File: src/rtl/uart_pkg.sv
// rtl/uart_pkg.sv - shared UART types and constants
package uart_pkg;

    typedef enum logic [2:0] {
        ST_IDLE   = 3'd0,
        ST_START  = 3'd1,
        ST_DATA   = 3'd2,
        ST_PARITY = 3'd3,
        ST_STOP   = 3'd4,
        ST_BREAK  = 3'd5
    } rx_state_t;

    localparam int PARITY_NONE = 0;
    localparam int PARITY_ODD  = 1;
    localparam int PARITY_EVEN = 2;

    localparam int DEFAULT_OVERSAMPLE = 16;

endpackage

File: src/rtl/uart_rx_sync.sv
// rtl/uart_rx_sync.sv - two-flop synchroniser for an idle-high async input
module uart_rx_sync (
    input  logic clk,
    input  logic rst,
    input  logic d,
    output logic q
);

    logic meta;

    always_ff @(posedge clk) begin
        if (!rst) begin
            meta <= 1'b1;
            q    <= 1'b1;
        end else begin
            meta <= d;
            q    <= meta;
        end
    end

endmodule

File: src/rtl/uart_rx.sv
// rtl/uart_rx.sv - oversampling UART receiver with valid/ready word register
module uart_rx
    import uart_pkg::*;
#(
    parameter int DATA_BITS  = 8,
    parameter int PARITY     = PARITY_NONE,
    parameter int OVERSAMPLE = DEFAULT_OVERSAMPLE
) (
    input  logic                 clk,
    input  logic                 rst,
    input  logic                 baud_tick,
    input  logic                 rx,
    output logic [DATA_BITS-1:0] rx_data,
    output logic                 rx_valid,
    input  logic                 rx_ready,
    output logic                 parity_err,
    output logic                 frame_err,
    output logic                 overrun_err,
    output logic                 rx_busy
);

    localparam int OS_W = $clog2(OVERSAMPLE);
    localparam int BC_W = $clog2(DATA_BITS + 1);

    localparam logic [OS_W-1:0] OS_LAST = OS_W'(OVERSAMPLE - 1);
    localparam logic [OS_W-1:0] OS_MID  = OS_W'(OVERSAMPLE / 2 - 1);
    localparam logic [BC_W-1:0] BC_LAST = BC_W'(DATA_BITS - 1);
    localparam logic            ODD_WANT = (PARITY == PARITY_ODD);

    logic rx_s;

    rx_state_t            state, state_n;
    logic [OS_W-1:0]      os_cnt, os_cnt_n;
    logic [BC_W-1:0]      bit_cnt, bit_cnt_n;
    logic [DATA_BITS-1:0] shift_reg, shift_reg_n;
    logic                 par_pend, par_pend_n;
    logic                 commit;

    uart_rx_sync u_sync (
        .clk (clk),
        .rst (rst),
        .d   (rx),
        .q   (rx_s)
    );

    always_ff @(posedge clk) begin
        if (!rst) begin
            state     <= ST_IDLE;
            os_cnt    <= '0;
            bit_cnt   <= '0;
            shift_reg <= '0;
            par_pend  <= 1'b0;
        end else begin
            state     <= state_n;
            os_cnt    <= os_cnt_n;
            bit_cnt   <= bit_cnt_n;
            shift_reg <= shift_reg_n;
            par_pend  <= par_pend_n;
        end
    end

    // Everything holds unless baud_tick; os_cnt wraps naturally at the bit boundary.
    always_comb begin
        state_n     = state;
        os_cnt_n    = os_cnt;
        bit_cnt_n   = bit_cnt;
        shift_reg_n = shift_reg;
        par_pend_n  = par_pend;
        commit      = 1'b0;
        if (baud_tick) begin
            case (state)
                ST_IDLE: begin
                    if (!rx_s) begin
                        state_n  = ST_START;
                        os_cnt_n = '0;
                    end
                end
                ST_START: begin
                    if (os_cnt == OS_MID) begin
                        os_cnt_n = '0;
                        if (!rx_s) begin
                            state_n    = ST_DATA;
                            bit_cnt_n  = '0;
                            par_pend_n = 1'b0;
                        end else begin
                            state_n = ST_IDLE;
                        end
                    end else begin
                        os_cnt_n = os_cnt + OS_W'(1);
                    end
                end
                ST_DATA: begin
                    os_cnt_n = os_cnt + OS_W'(1);
                    if (os_cnt == OS_LAST) begin
                        shift_reg_n = {rx_s, shift_reg[DATA_BITS-1:1]};
                        bit_cnt_n   = bit_cnt + BC_W'(1);
                        if (bit_cnt == BC_LAST) begin
                            state_n = (PARITY != PARITY_NONE) ? ST_PARITY : ST_STOP;
                        end
                    end
                end
                ST_PARITY: begin
                    os_cnt_n = os_cnt + OS_W'(1);
                    if (os_cnt == OS_LAST) begin
                        par_pend_n = ((^shift_reg) ^ rx_s) != ODD_WANT;
                        state_n    = ST_STOP;
                    end
                end
                ST_STOP: begin
                    os_cnt_n = os_cnt + OS_W'(1);
                    if (os_cnt == OS_LAST) begin
                        commit  = 1'b1;
                        state_n = rx_s ? ST_IDLE : ST_BREAK;
                    end
                end
                ST_BREAK: begin
                    if (rx_s) begin
                        state_n = ST_IDLE;
                    end
                end
                default: begin
                    state_n = ST_IDLE;
                end
            endcase
        end
    end

    // Commit takes priority over accept so a word landing on the accept clock is never lost.
    always_ff @(posedge clk) begin
        if (!rst) begin
            rx_data     <= '0;
            rx_valid    <= 1'b0;
            parity_err  <= 1'b0;
            frame_err   <= 1'b0;
            overrun_err <= 1'b0;
        end else if (commit) begin
            rx_data     <= shift_reg;
            rx_valid    <= 1'b1;
            parity_err  <= par_pend;
            frame_err   <= ~rx_s;
            overrun_err <= rx_valid & ~rx_ready;
        end else if (rx_valid && rx_ready) begin
            rx_valid    <= 1'b0;
            parity_err  <= 1'b0;
            frame_err   <= 1'b0;
            overrun_err <= 1'b0;
        end
    end

    assign rx_busy = (state != ST_IDLE);

endmodule

File: config.mk
export PLATFORM = sky130hd
export DESIGN_NAME = uart_rx
export DESIGN_NICKNAME = d
export VERILOG_FILES = /design/src/rtl/uart_pkg.sv /design/src/rtl/uart_rx_sync.sv /design/src/rtl/uart_rx.sv
export SDC_FILE = /design/constraint.sdc
export NUM_CORES = 1
export LEC_CHECK = 0
export CAP_MARGIN = 20
export CELL_PAD_IN_SITES_DETAIL_PLACEMENT = 1
export CELL_PAD_IN_SITES_GLOBAL_PLACEMENT = 2
export CORE_UTILIZATION = 35
export CTS_BUF_LIST = sky130_fd_sc_hd__clkbuf_8
export DETAILED_ROUTE_END_ITERATION = 8
export PLACE_DENSITY = 0.85
export REMOVE_ABC_BUFFERS = 1
export SKIP_CTS_REPAIR_TIMING = 1
export SLEW_MARGIN = 20
export SYNTH_ARGS = -nofsm -noshare
export SYNTH_HDL_FRONTEND = slang
export SYNTH_SLANG_ARGS = --single-unit
File: constraint.sdc
create_clock -name clk -period 2 [get_ports clk]
set_input_delay 0.4 -clock clk [delete_from_list [all_inputs] [get_ports clk]]
set_output_delay 0.4 -clock clk [all_outputs]
set_load 0.005 [all_outputs]
After elaboration in Yosys (flattened, before gate mapping)
Index checks and enable logic that the tools add are counted.
Widths: inputs -> output; s select.
{"block": "totals", "input_bits": 5, "word_cells": 76, "reg_bits": 34}
{"block": "classes", "reduce_logical": 14, "eq_ne": 16, "addsub": 2, "n_mux": 28, "bitwise": 4}
{"op": "$mux 3", "count": 8}
{"op": "$pmux 3 s6", "count": 1}
{"op": "$mux 4", "count": 4}
{"op": "$ne 2x2->1 const B", "count": 7}
{"op": "$pmux 4 s3", "count": 1}
{"op": "$mux 1", "count": 11}
{"op": "$reduce_and 5->1", "count": 2}
{"op": "$add 4x1->4 const B", "count": 2}
{"op": "$eq 4x3->1 const B", "count": 2}
{"op": "$pmux 4 s2", "count": 1}
{"op": "$reduce_and 8->1", "count": 1}
{"op": "$reduce_xor 8->1", "count": 1}
{"op": "$eq 3x2->1 const B", "count": 2}
{"op": "$eq 3x3->1 const B", "count": 2}
{"op": "$reduce_and 3->1", "count": 2}
{"op": "$reduce_bool 2->1", "count": 3}
{"op": "$reduce_bool 3->1", "count": 2}
{"op": "$eq 4x4->1 const B", "count": 1}
{"op": "$eq 3x1->1 const B", "count": 1}
{"op": "$logic_not 3->1", "count": 1}
{"op": "$reduce_or 3->1", "count": 1}
{"op": "$mux 2", "count": 1}
{"op": "$ne 2x1->1 const B", "count": 1}
{"op": "$not 1->1", "count": 2}
{"op": "other kinds (4)", "count": 4}

Longest topological paths before layout
Gate-level depths: netlist of the first run.
{"block": "logic_depth", "ltp_word": 5, "ltp_mapped": 7, "depth_no_buf": 6}

Modules after synthesis
From an unflattened synthesis of the first run, not the netlist that was laid out.
{"block": "unflattened", "cells_unflattened": 195, "hier_area_um2": 1715.4}
{"module": "uart_rx", "area_each_um2": 1662.8, "instances": 1, "cells_each": 191, "seq_area_each_um2": 640.6}
{"module": "uart_rx_sync", "area_each_um2": 52.6, "instances": 1, "cells_each": 4, "seq_area_each_um2": 40.0}

Worst setup path after synthesis of the first run
No wires, ideal clock.
{"block": "synth_path", "path_type": "reg2reg", "startpoint": "reg u_sync.q", "endpoint": "reg par_pend", "setup_slack_ns": 0.374, "arrival_time_ns": 1.555, "setup_ns": 0.071, "t_required_ns": 1.929, "stages_incl_launch_ff": 7, "period_less_slack_ns": 1.626, "cell_sequence": "dfxtp_1 > buf_4 > xnor2_1 > xnor3_1 > xnor2_1 > or4_1 > a21oi_1"}
{"block": "synth_between", "elab_chain_len": 3, "word_cells_on_any_way": 5}
{"item": "start, declared", "line_no": "uart_rx_sync.sv:6", "source": "output logic q"}
{"item": "start signal, assigned", "line_no": "uart_rx_sync.sv:17", "source": "q <= meta;"}
{"item": "$xor 1x1->1", "line_no": "uart_rx.sv:105", "source": "par_pend_n = ((^shift_reg) ^ rx_s) != ODD_WANT;"}
{"item": "$mux 1", "line_no": "uart_rx.sv:104", "source": "if (os_cnt == OS_LAST) begin"}
{"item": "$pmux 1 s2", "line_no": "uart_rx.sv:71", "source": "case (state)"}
{"item": "end signal, assigned", "line_no": "uart_rx.sv:58", "source": "par_pend <= par_pend_n;"}
{"item": "end, declared", "line_no": "uart_rx.sv:36", "source": "logic par_pend, par_pend_n;"}
Several ways; a longest one is shown, not always the timed one. The select of a mux whose other input is x is not followed.
A chain may end at the register's enable or synchronous reset.

Worst setup path after layout of the first run
{"block": "layout_path", "startpoint": "reg state[0]", "endpoint": "out rx_busy"}
{"block": "layout_between", "elab_chain_len": 1}
{"item": "start, declared", "line_no": "uart_rx.sv:32", "source": "rx_state_t state, state_n;"}
{"item": "start signal, assigned", "line_no": "uart_rx.sv:54", "source": "state <= state_n;"}
{"item": "$reduce_bool 3->1", "line_no": "uart_rx.sv:150", "source": "assign rx_busy = (state != ST_IDLE);"}
{"item": "end, declared", "line_no": "uart_rx.sv:19", "source": "output logic rx_busy"}
No other way between the ends.

==> results.md, run 1 <==
- Status: completed
- Die Height: 69.44 um
- Fin. Hold Viols: 0
- H-tree depth: 2
- GPL Wtd Cong: 0.8519
- All-layer global routing usage: 0.1725
- Clock Sinks: 34
- Routed Antenna Nets: 0
- Slowest CP cell: clkdlybuf4s50_1
- Finished Cell Area: 1941 sq um
- Number of library cell types mapped by synthesis: 40
- Starting Density: 0.3655
- Hold Path End: u_sync.q
- Crit end category: output pin
- R2r setup slk: 0.12 ns
- Total Nets Final: 212
- CTS root buf: clkbuf_8
- Post-DR vias/cell: 5.226
- Die span in x: 69.44 um
- Hold WS: 0.4295 ns
- Multi-input gate area: 833.3 sq um
- Vias in the first global route: 1440
- R2R cell count: 5
- Drc violations: 0
- CTS tree: built
- Slowest Stage Delay on Critical Path: 0.45 ns
- Dpl hpwl: 2762 um
- GRT overflow: 0
- Clock slew at reported path FFs: 0.07 ns
- IO Port Bufs: 17
- Final Critical Period: 1.889 ns
- Clock tree buffer depth: 2
- RR Startpoint: state[1]
- Final core occ: 0.4457
- First-pass GRT wire length: 6672 um
- Worst VDD drop: 0.3701 mV
- Seq cells post-synth: 34
- FF-to-FF End: bit_cnt[1]
- Avg Cell Area, Syn: 8.745 sq um
- Relative slew slack: 0.7506
- Sequential area share after synthesis: 0.4277
- DR vias: 1343
- CP arrival: 1.49 ns
- Worst-Skew Late Latency: 0.29 ns
- Die area: 4821 sq um
- Critical path launch point type: flip-flop
- Antenna violations before repair: 0
- Area grow syn2layout: 21.93%
- Slew @ Worst Pin: 0.3740 ns
- Largest net degree at the start of global routing: 17
- CP Class: flip-flop to output pin
- Antenna fix cells: 0
- HP Class: flip-flop to flip-flop
- Fillcell total: 502
- Hold_sp: u_sync.meta
- Fraction of layout cells with a size suffix above 1: 0.1220
- Worst Path Max Fanout: 10
- Final WL: 3765 um
- Hold path depth: 1
- Mapped Cells: 182
- Final Setup Violations: 0
- CP Launch Point: state[0]
- P per Cell Area: 637.9 nW/um^2
- Reg area: 681.9 sq um
- Area of the mapped netlist: 1592 sq um
- Placed Area: 1854 sq um
- YS warnings: 0
- I/O pin count: 18
- Max-cap violation count: 0
- Avg WL per Cell: 14.65 um
- Worst path cell trace: nor3_2 -> inv_1 -> clkdlybuf4s50_1
- Final period utilization: 0.9444
- DRC marker count from the first detailed-route iteration: 58
- Clk_skew: 0.003054 ns
- Placeable core area: 4354 sq um
- CP Data Required Time: 1.60 ns
- Slew Viols, Final: 0
- FMAX: 529.4 MHz
- Leak: 0.6906 nW
- Cell Rows: 24
- Number of iterations in the first detailed-routing pass: 5
- Cts bufs inserted: 5
- RSZ-0062 raised after global routing: no
## cells in the final DEF (no fill, tap or decap), types with 3 or more instances in the layout
cell type	count
nand2_1	18
xnor2_1	6
nor2_1	23
buf_4	9
o21ai_0	11
nand4_1	3
nand2b_1	3
clkdlybuf4s50_1	17
inv_1	6
nor3_1	6
clkbuf_8	5
dfxtp_1	33
mux2i_1	11
xor2_1	3
a21oi_1	15
nand3_1	4
## per-stage QoR
stage,cells,total power [mW],setup TNS (ns),setup slack (ns)
4_1_cts,257,1.253,-0.07670,-0.07670
3_5_place_dp,250,0.7762,0,0.09027
6_report,257,1.238,0,0.1111
2_1_floorplan,171,0.7418,0,0.01021
3_3_place_gp,250,0.7727,0,0.1400
5_1_grt,257,1.291,0,0.02002
## per-layer routing
metal / track usage / vias to the layer above / share of wire
met5: 0 / - / 0
met3: 0.03634 / 9 / 0.028
met1: 0.2000 / 644 / 0.45
met4: 0.06576 / 0 / 0.019
met2: 0.3085 / 20 / 0.50
li1: - / 670 / -
## area by class of cell
| type | count | area share |
|---|---|---|
| Timing Repair Buffer | 27 | 0.1328 |
| Sequential cell | 34 | 0.3514 |
| Inverter | 6 | 0.01161 |
| Clock buffer | 5 | 0.03546 |
| Tap cell | 52 | 0.03353 |
| Multi-Input combinational cell | 131 | 0.4294 |
| Clock inverter | 2 | 0.005803 |
## critical path: cells and delay by family (launching register included)
kind	cells	cell delay, ns
flip-flops	1	0.40
AND/OR/NAND/NOR	1	0.26
buffers and inverters	2	0.54
## synthesized netlist by cell type
| cell | count | share of area |
|---|---|---|
| nor3b_1 | 1 | 0.0047 |
| ha_1 | 2 | 0.016 |
| a21oi_1 | 15 | 0.047 |
| nand2b_1 | 3 | 0.012 |
| nor2_4 | 1 | 0.0071 |
| inv_2 | 1 | 0.0024 |
| nor2_1 | 23 | 0.054 |
| a211oi_2 | 1 | 0.0079 |
| xnor2_1 | 6 | 0.033 |
| mux2_2 | 2 | 0.014 |
| buf_6 | 1 | 0.0071 |
| dfxtp_1 | 34 | 0.43 |
| or3b_1 | 1 | 0.0055 |
| and3b_1 | 1 | 0.0055 |
| and3_1 | 1 | 0.0039 |
| o21a_1 | 2 | 0.0094 |
| or3b_2 | 1 | 0.0055 |
| nand4b_1 | 2 | 0.011 |
| o211ai_1 | 2 | 0.0094 |
| or4_1 | 1 | 0.0047 |
| nand3_1 | 4 | 0.013 |
| mux2i_1 | 11 | 0.069 |
| inv_1 | 5 | 0.012 |
| nor3_1 | 7 | 0.022 |
| xor2_1 | 3 | 0.017 |
| xnor3_1 | 1 | 0.014 |
| nand3b_1 | 1 | 0.0047 |
| buf_2 | 3 | 0.0094 |
| nor2b_1 | 1 | 0.0039 |
| a31oi_4 | 1 | 0.013 |
| clkbuf_1 | 4 | 0.0094 |
| o21ai_0 | 11 | 0.035 |
| nand4_1 | 3 | 0.012 |
| a21o_1 | 1 | 0.0047 |
| buf_4 | 2 | 0.0094 |
| buf_1 | 1 | 0.0024 |
| o221ai_1 | 1 | 0.0055 |
| nand2_1 | 18 | 0.042 |
| or4b_1 | 1 | 0.0063 |
| a31oi_1 | 2 | 0.0079 |
## power breakdown
group	switching (mW)	total, mW	internal [mW]
clock network	0.244	0.477	0.233
logic	0.0375	0.0724	0.0350
registers	0.00704	0.688	0.681
total	0.289	1.24	0.949
## worst max path at each step
stage	endpoint	slack (ns)	cells past startpoint
floorplan	bit_cnt[3]	0.01	6
global placement	bit_cnt[1]	0.14	6
detailed placement	bit_cnt[1]	0.09	6
CTS	rx_busy	-0.08	3
global route	rx_busy	0.02	3
finish	rx_busy	0.11	3
## kinds of logic (layout without fill, tap and decap cells)
family,after synthesis,in the layout,share of synthesized area
simple gates,70,70,0.2178
compound gates,36,36,0.1399
flops,34,34,0.4277
buf+inv,17,40,0.05187
mux,13,13,0.08334
xor+xnor,10,10,0.06368
fa+ha+maj,2,2,0.01572
Note: power is estimated with default switching activity, not from simulation.
==> run 2: changes to the inputs <==
Settings changed: CORE_UTILIZATION 35 to 38, GPL_TIMING_DRIVEN set to 0, PLACE_DENSITY 0.85 to 0.91.
Clock period 2 ns to 2.21 ns, I/O delays scaled along.
==> run 2 against run 1 <==
Hold slack better by 0.024 ns. Core utilization grew 3.2 points. Sequential cell count did not move. Total power decreased by 5.2%. Combinational power is 19% lower. Die area down 7.7%. Sequential share of layout area grew 0.46 points. Setup slack is essentially flat. Non-clock buffer count shrank 4. Critical path depth is the same. First-iteration DRC count shrank 14%. Highest routed layer unchanged.
==> results.md, run 2 (synthesis gave the netlist of run 1 again) <==
- Fraction of layout cells with a size suffix above 1: 0.1089 (-0.01304)
- Cts bufs inserted: 5 (unchanged)
- Starting Density: 0.3979 (+0.03236)
- Dpl cells: 238 (-4.8%)
- Clock slew at reported path FFs: 0.07 ns (about the same)
- Area grow syn2layout: 20.13%
- Final Critical Period: 2.098 ns
- Number of iterations in the first detailed-routing pass: 4 (-1)
- I/O pin count: 18 (unchanged)
- CTS root buf: clkbuf_8
- Final TNS setup: 0 ns (unchanged)
- Die Height: 66.72 um (-3.9%)
- Max-cap violation count: 0 (unchanged)
- Hold Path End: u_sync.q
- Hold path depth: 1 (unchanged)
- CP Class: flip-flop to output pin
- Slowest CP cell: clkdlybuf4s50_1
- Drc violations: 0 (unchanged)
- Critical path launch point type: flip-flop
- FF-to-FF End: bit_cnt[3]
- Pre-CTS WS: -0.6390 ns (-0.7293 ns)
- Die area: 4451 sq um (-7.7%)
- Worst-Skew Late Latency: 0.30 ns (about the same)
- CTS tree: built
- RSZ-0062 raised after global routing: no
- Slew @ Worst Pin: 0.4910 ns (+0.1170 ns)
- Post-DR vias/cell: 5.290 (+1.2%)
- Largest net degree at the start of global routing: 29 (+12)
- Final std cells w/o fill: 252 (-1.9%)
- Relative slew slack: 0.6722 (-0.07845)
- Antenna violations before repair: 0 (unchanged)
- Dpl hpwl: 2582 um (-6.5%)
- Final Setup Violations: 0 (unchanged)
- Fillcell total: 469 (-6.6%)
- Commonest cells after routing, fill and taps aside: dfxtp_1, nor2_1, nand2_1
- Final period utilization: 0.9495
- CP bufs+invs: 2 (unchanged)
- RR Startpoint: state[1]
- P per Cell Area: 613.8 nW/um^2 (-3.8%)
- Clock tree buffer depth: 2 (unchanged)
- Clk_skew: 0.004920 ns (+0.001866 ns)
- Antenna fix cells: 0 (unchanged)
- First-pass GRT wire length: 6410 um (-3.9%)
- Fin. Hold Viols: 0 (unchanged)
- CP arrival: 1.66 ns (+0.17 ns)
- Clock Sinks: 34 (unchanged)
- Worst Path Max Fanout: 14 (+4)
- Multi-input gate area: 835.8 sq um (+0.30%)
- Vias in the first global route: 1332 (-7.5%)
- HP Class: flip-flop to flip-flop
- R2r setup slk: 0.20 ns (+0.08 ns)
- Worst path cell trace: nor3_1 -> inv_1 -> clkdlybuf4s50_1
- R2R cell count: 5 (unchanged)
- Leak: 0.6683 nW (-3.2%)
- Slew Viols, Final: 0 (unchanged)
- GRT overflow: 0 (unchanged)
- Crit end category: output pin
- Slowest Stage Delay on Critical Path: 0.45 ns (about the same)
- Setup ws final: 0.1116 ns (+0.0004300 ns)
- Routed Antenna Nets: 0 (unchanged)
- Status: completed
- Placeable core area: 4000 sq um (-8.1%)
- DR vias: 1333 (-0.74%)
- CP Data Required Time: 1.77 ns (+0.17 ns)
- Cell Rows: 23 (-4.2%)
- Worst path top cell family by delay: buffers and inverters
- All-layer global routing usage: 0.1961 (+0.02364)
- Most common cell after layout, fill and taps aside: dfxtp_1
- Total Power: 1.174 mW (-5.2%)
- DRC marker count from the first detailed-route iteration: 50 (-14%)
- Avg WL per Cell: 15.17 um (+3.6%)
- FMAX: 476.5 MHz
- Worst VDD drop: 0.4491 mV (+21%)
- Total Nets Final: 208 (-1.9%)
- GPL Wtd Cong: 0.7609 (-11%)
- Reg area: 680.7 sq um (-0.18%)
- H-tree depth: 2 (unchanged)
- Hold_sp: u_sync.meta
- Final WL: 3823 um (+1.5%)
- IO Port Bufs: 17 (unchanged)
- Die span in x: 66.72 um (-3.9%)
## run 2: area by class of cell
type	count	share of cell area
clock buffers	6	0.04319
clock inverters	2	0.006545
inverters	6	0.01178
multi-input cells	131	0.4372
flip-flops and latches	34	0.3560
well taps	50	0.03272
repair buffers	23	0.1126
## run 2: how the worst max path moves through the flow
stage / endpoint / depth (start not counted) / startpoint
3_3_place_gp: bit_cnt[3] / 6 / baud_tick
3_5_place_dp: bit_cnt[3] / 6 / baud_tick
2_1_floorplan: bit_cnt[3] / 6 / os_cnt[0]
4_1_cts: bit_cnt[3] / 6 / os_cnt[0]
6_report: rx_busy / 3 / state[2]
5_1_grt: rx_busy / 3 / state[2]
## run 2: stage by stage
stage | hold slack, ns | utilization | instance area [sq um]
6_report | 0.4537 | 0.4779 | 1912
4_1_cts | 0.4631 | 0.4648 | 1859
5_1_grt | 0.4822 | 0.4779 | 1912
2_1_floorplan | 0.3863 | - | 1531
3_5_place_dp | 0.4525 | 0.4410 | 1764
3_3_place_gp | 0.4027 | 0.4410 | 1764
## run 2: power breakdown
group | switching (mW) | total [mW] | internal, mW
registers | 0.00719 | 0.623 | 0.616
clock network | 0.241 | 0.492 | 0.250
logic | 0.0330 | 0.0587 | 0.0257
## run 2: routing by layer
metal,global-route usage,part of all wire
met4,0.08777,0.021
met1,0.2419,0.48
met2,0.3207,0.48
met3,0.04623,0.022
met5,0,0
==> run 3: changes to the inputs <==
Settings changed: CELL_PAD_IN_SITES_GLOBAL_PLACEMENT 2 to 1, CORE_UTILIZATION 38 to 43, PLACE_DENSITY 0.91 to 0.8.
==> run 3 against run 2 <==
Largest cell class unchanged. Critical endpoint unchanged. Core utilization grew 7.7 points. Register-to-register slack better by 0.02 ns. Largest power group unchanged. Combinational power down 2%.
==> results.md, run 3 (synthesis gave the netlist of run 1 again) <==
- Final core occ: 0.5554 (+0.07749)
- Worst VDD drop: 0.4678 mV (+4.2%)
- Dpl cells: 234 (-1.7%)
- Worst path cell trace: nor3_2 -> inv_1 -> clkdlybuf4s50_1
- Leak: 0.6701 nW (+0.27%)
- FMAX: 496.1 MHz (+4.1%)
- Status: completed
- Slew @ Worst Pin: 0.4757 ns (-0.01534 ns)
- CTS tree: built
- I/O pin count: 18 (unchanged)
- P per Cell Area: 635.4 nW/um^2 (+3.5%)
- Area grow syn2layout: 20.13% (unchanged)
- Finished Cell Area: 1912 sq um (unchanged)
- Clock slew at reported path FFs: 0.07 ns (about the same)
- Worst-Skew Late Latency: 0.29 ns (about the same)
- Vias in the first global route: 1364 (+2.4%)
- Slowest Stage Delay on Critical Path: 0.60 ns (+0.15 ns)
- Total Power: 1.215 mW (+3.5%)
- DRC marker count from the first detailed-route iteration: 75 (+50%)
- Cell Rows: 21 (-8.7%)
- IO Port Bufs: 17 (unchanged)
- Number of iterations in the first detailed-routing pass: 4 (unchanged)
- Fin. Hold Viols: 0 (unchanged)
- Max-cap violation count: 0 (unchanged)
- Final std cells w/o fill: 246 (-2.4%)
- Dpl hpwl: 2453 um (-5.0%)
- Fraction of layout cells with a size suffix above 1: 0.1050 (-0.003911)
- Most common cell after layout, fill and taps aside: dfxtp_1
- Starting Density: 0.4624 (+0.06450)
- Clock Sinks: 34 (unchanged)
- Final WL: 3631 um (-5.0%)
- Die area: 3948 sq um (-11%)
- Commonest cells after routing, fill and taps aside: dfxtp_1, nor2_1, nand2_1
- First-pass GRT wire length: 6306 um (-1.6%)
- Cts bufs inserted: 5 (unchanged)
- Final TNS setup: 0 ns (unchanged)
- Avg WL per Cell: 14.76 um (-2.7%)
- Clk_skew: 0.007125 ns (+0.002205 ns)
- Drc violations: 0 (unchanged)
- Total Nets Final: 206 (-0.96%)
- Final Critical Period: 2.016 ns (-0.08262 ns)
- Largest net degree at the start of global routing: 29 (unchanged)
- Final period utilization: 0.9121 (-0.03739)
- CTS root buf: clkbuf_8
- Slew Viols, Final: 0 (unchanged)
- Post-DR vias/cell: 5.386 (+1.8%)
- Placeable core area: 3442 sq um (-14%)
- RSZ-0062 raised after global routing: no
- DR vias: 1325 (-0.60%)
- All-layer global routing usage: 0.2041 (+0.007984)
- CP Data Required Time: 1.77 ns (about the same)
- Die Height: 62.84 um (-5.8%)
- Final Setup Violations: 0 (unchanged)
- Crit end category: output pin
- Critical path launch point type: flip-flop
- GPL Wtd Cong: 0.7410 (-2.6%)
- Slowest CP cell: dfxtp_1
- Relative slew slack: 0.6824 (+0.01024)
- Worst Path Max Fanout: 14 (unchanged)
- Routed Antenna Nets: 0 (unchanged)
- Antenna fix cells: 0 (unchanged)
- HP Class: flip-flop to flip-flop
- Antenna violations before repair: 0 (unchanged)
- CP Class: flip-flop to output pin
- Placed Area: 1759 sq um (-0.28%)
- Clock tree buffer depth: 2 (unchanged)
- Worst path top cell family by delay: flip-flops
- Die span in x: 62.84 um (-5.8%)
- CP bufs+invs: 2 (unchanged)
- Fillcell total: 401 (-14%)
- GRT overflow: 0 (unchanged)
- CP arrival: 1.57 ns (-0.09 ns)
- H-tree depth: 2 (unchanged)
[run 3: worst paths after layout]
check                            startpoint         end  slack, ns  cells past startpoint
worst max-delay path               state[1]     rx_busy       0.19                      3
worst min register to register  u_sync.meta    u_sync.q       0.42                      1
worst min-delay path            u_sync.meta    u_sync.q       0.42                      1
worst max register to register     state[1]  bit_cnt[3]       0.22                      5
[run 3: stage by stage]
step           hold WS (ns)  setup slack [ns]
2_1_floorplan        0.3863            0.2202
3_3_place_gp         0.4008           -0.6171
3_5_place_dp         0.4029           -0.6842
4_1_cts              0.4236           -0.4290
5_1_grt              0.4693           0.06226
6_report             0.4178            0.1942
[run 3: cell type report]
| cell class | count | area [sq um] | area share |
|---|---|---|---|
| clock buffers | 8 | 110.1 | 0.05759 |
| flip-flops and latches | 34 | 680.7 | 0.3560 |
| multi-input cells | 131 | 840.8 | 0.4398 |
| repair buffers | 21 | 200.2 | 0.1047 |
| inverters | 6 | 22.52 | 0.01178 |
| well taps | 46 | 57.56 | 0.03010 |
[run 3: power breakdown]
group	leakage (nW)	internal (mW)	switching, mW
clock network	0.0575	0.314	0.219
registers	0.274	0.616	0.00709
logic	0.338	0.0262	0.0316
[run 3: metal layers]
| layer | global-route usage | wire length, um |
|---|---|---|
| met1 | 0.2379 | 1654 |
| met3 | 0.05839 | 94 |
| met5 | 0 | 0 |
| met4 | 0.08721 | 81 |
| met2 | 0.3465 | 1800 |
[run 3: worst register-to-register path, delay by kind of cell (launching register included)]
kind	cells	cell delay, ns
xor gates and xnor gates	1	0.15
DFF	1	0.60
and+or+nand+nor	4	1.14
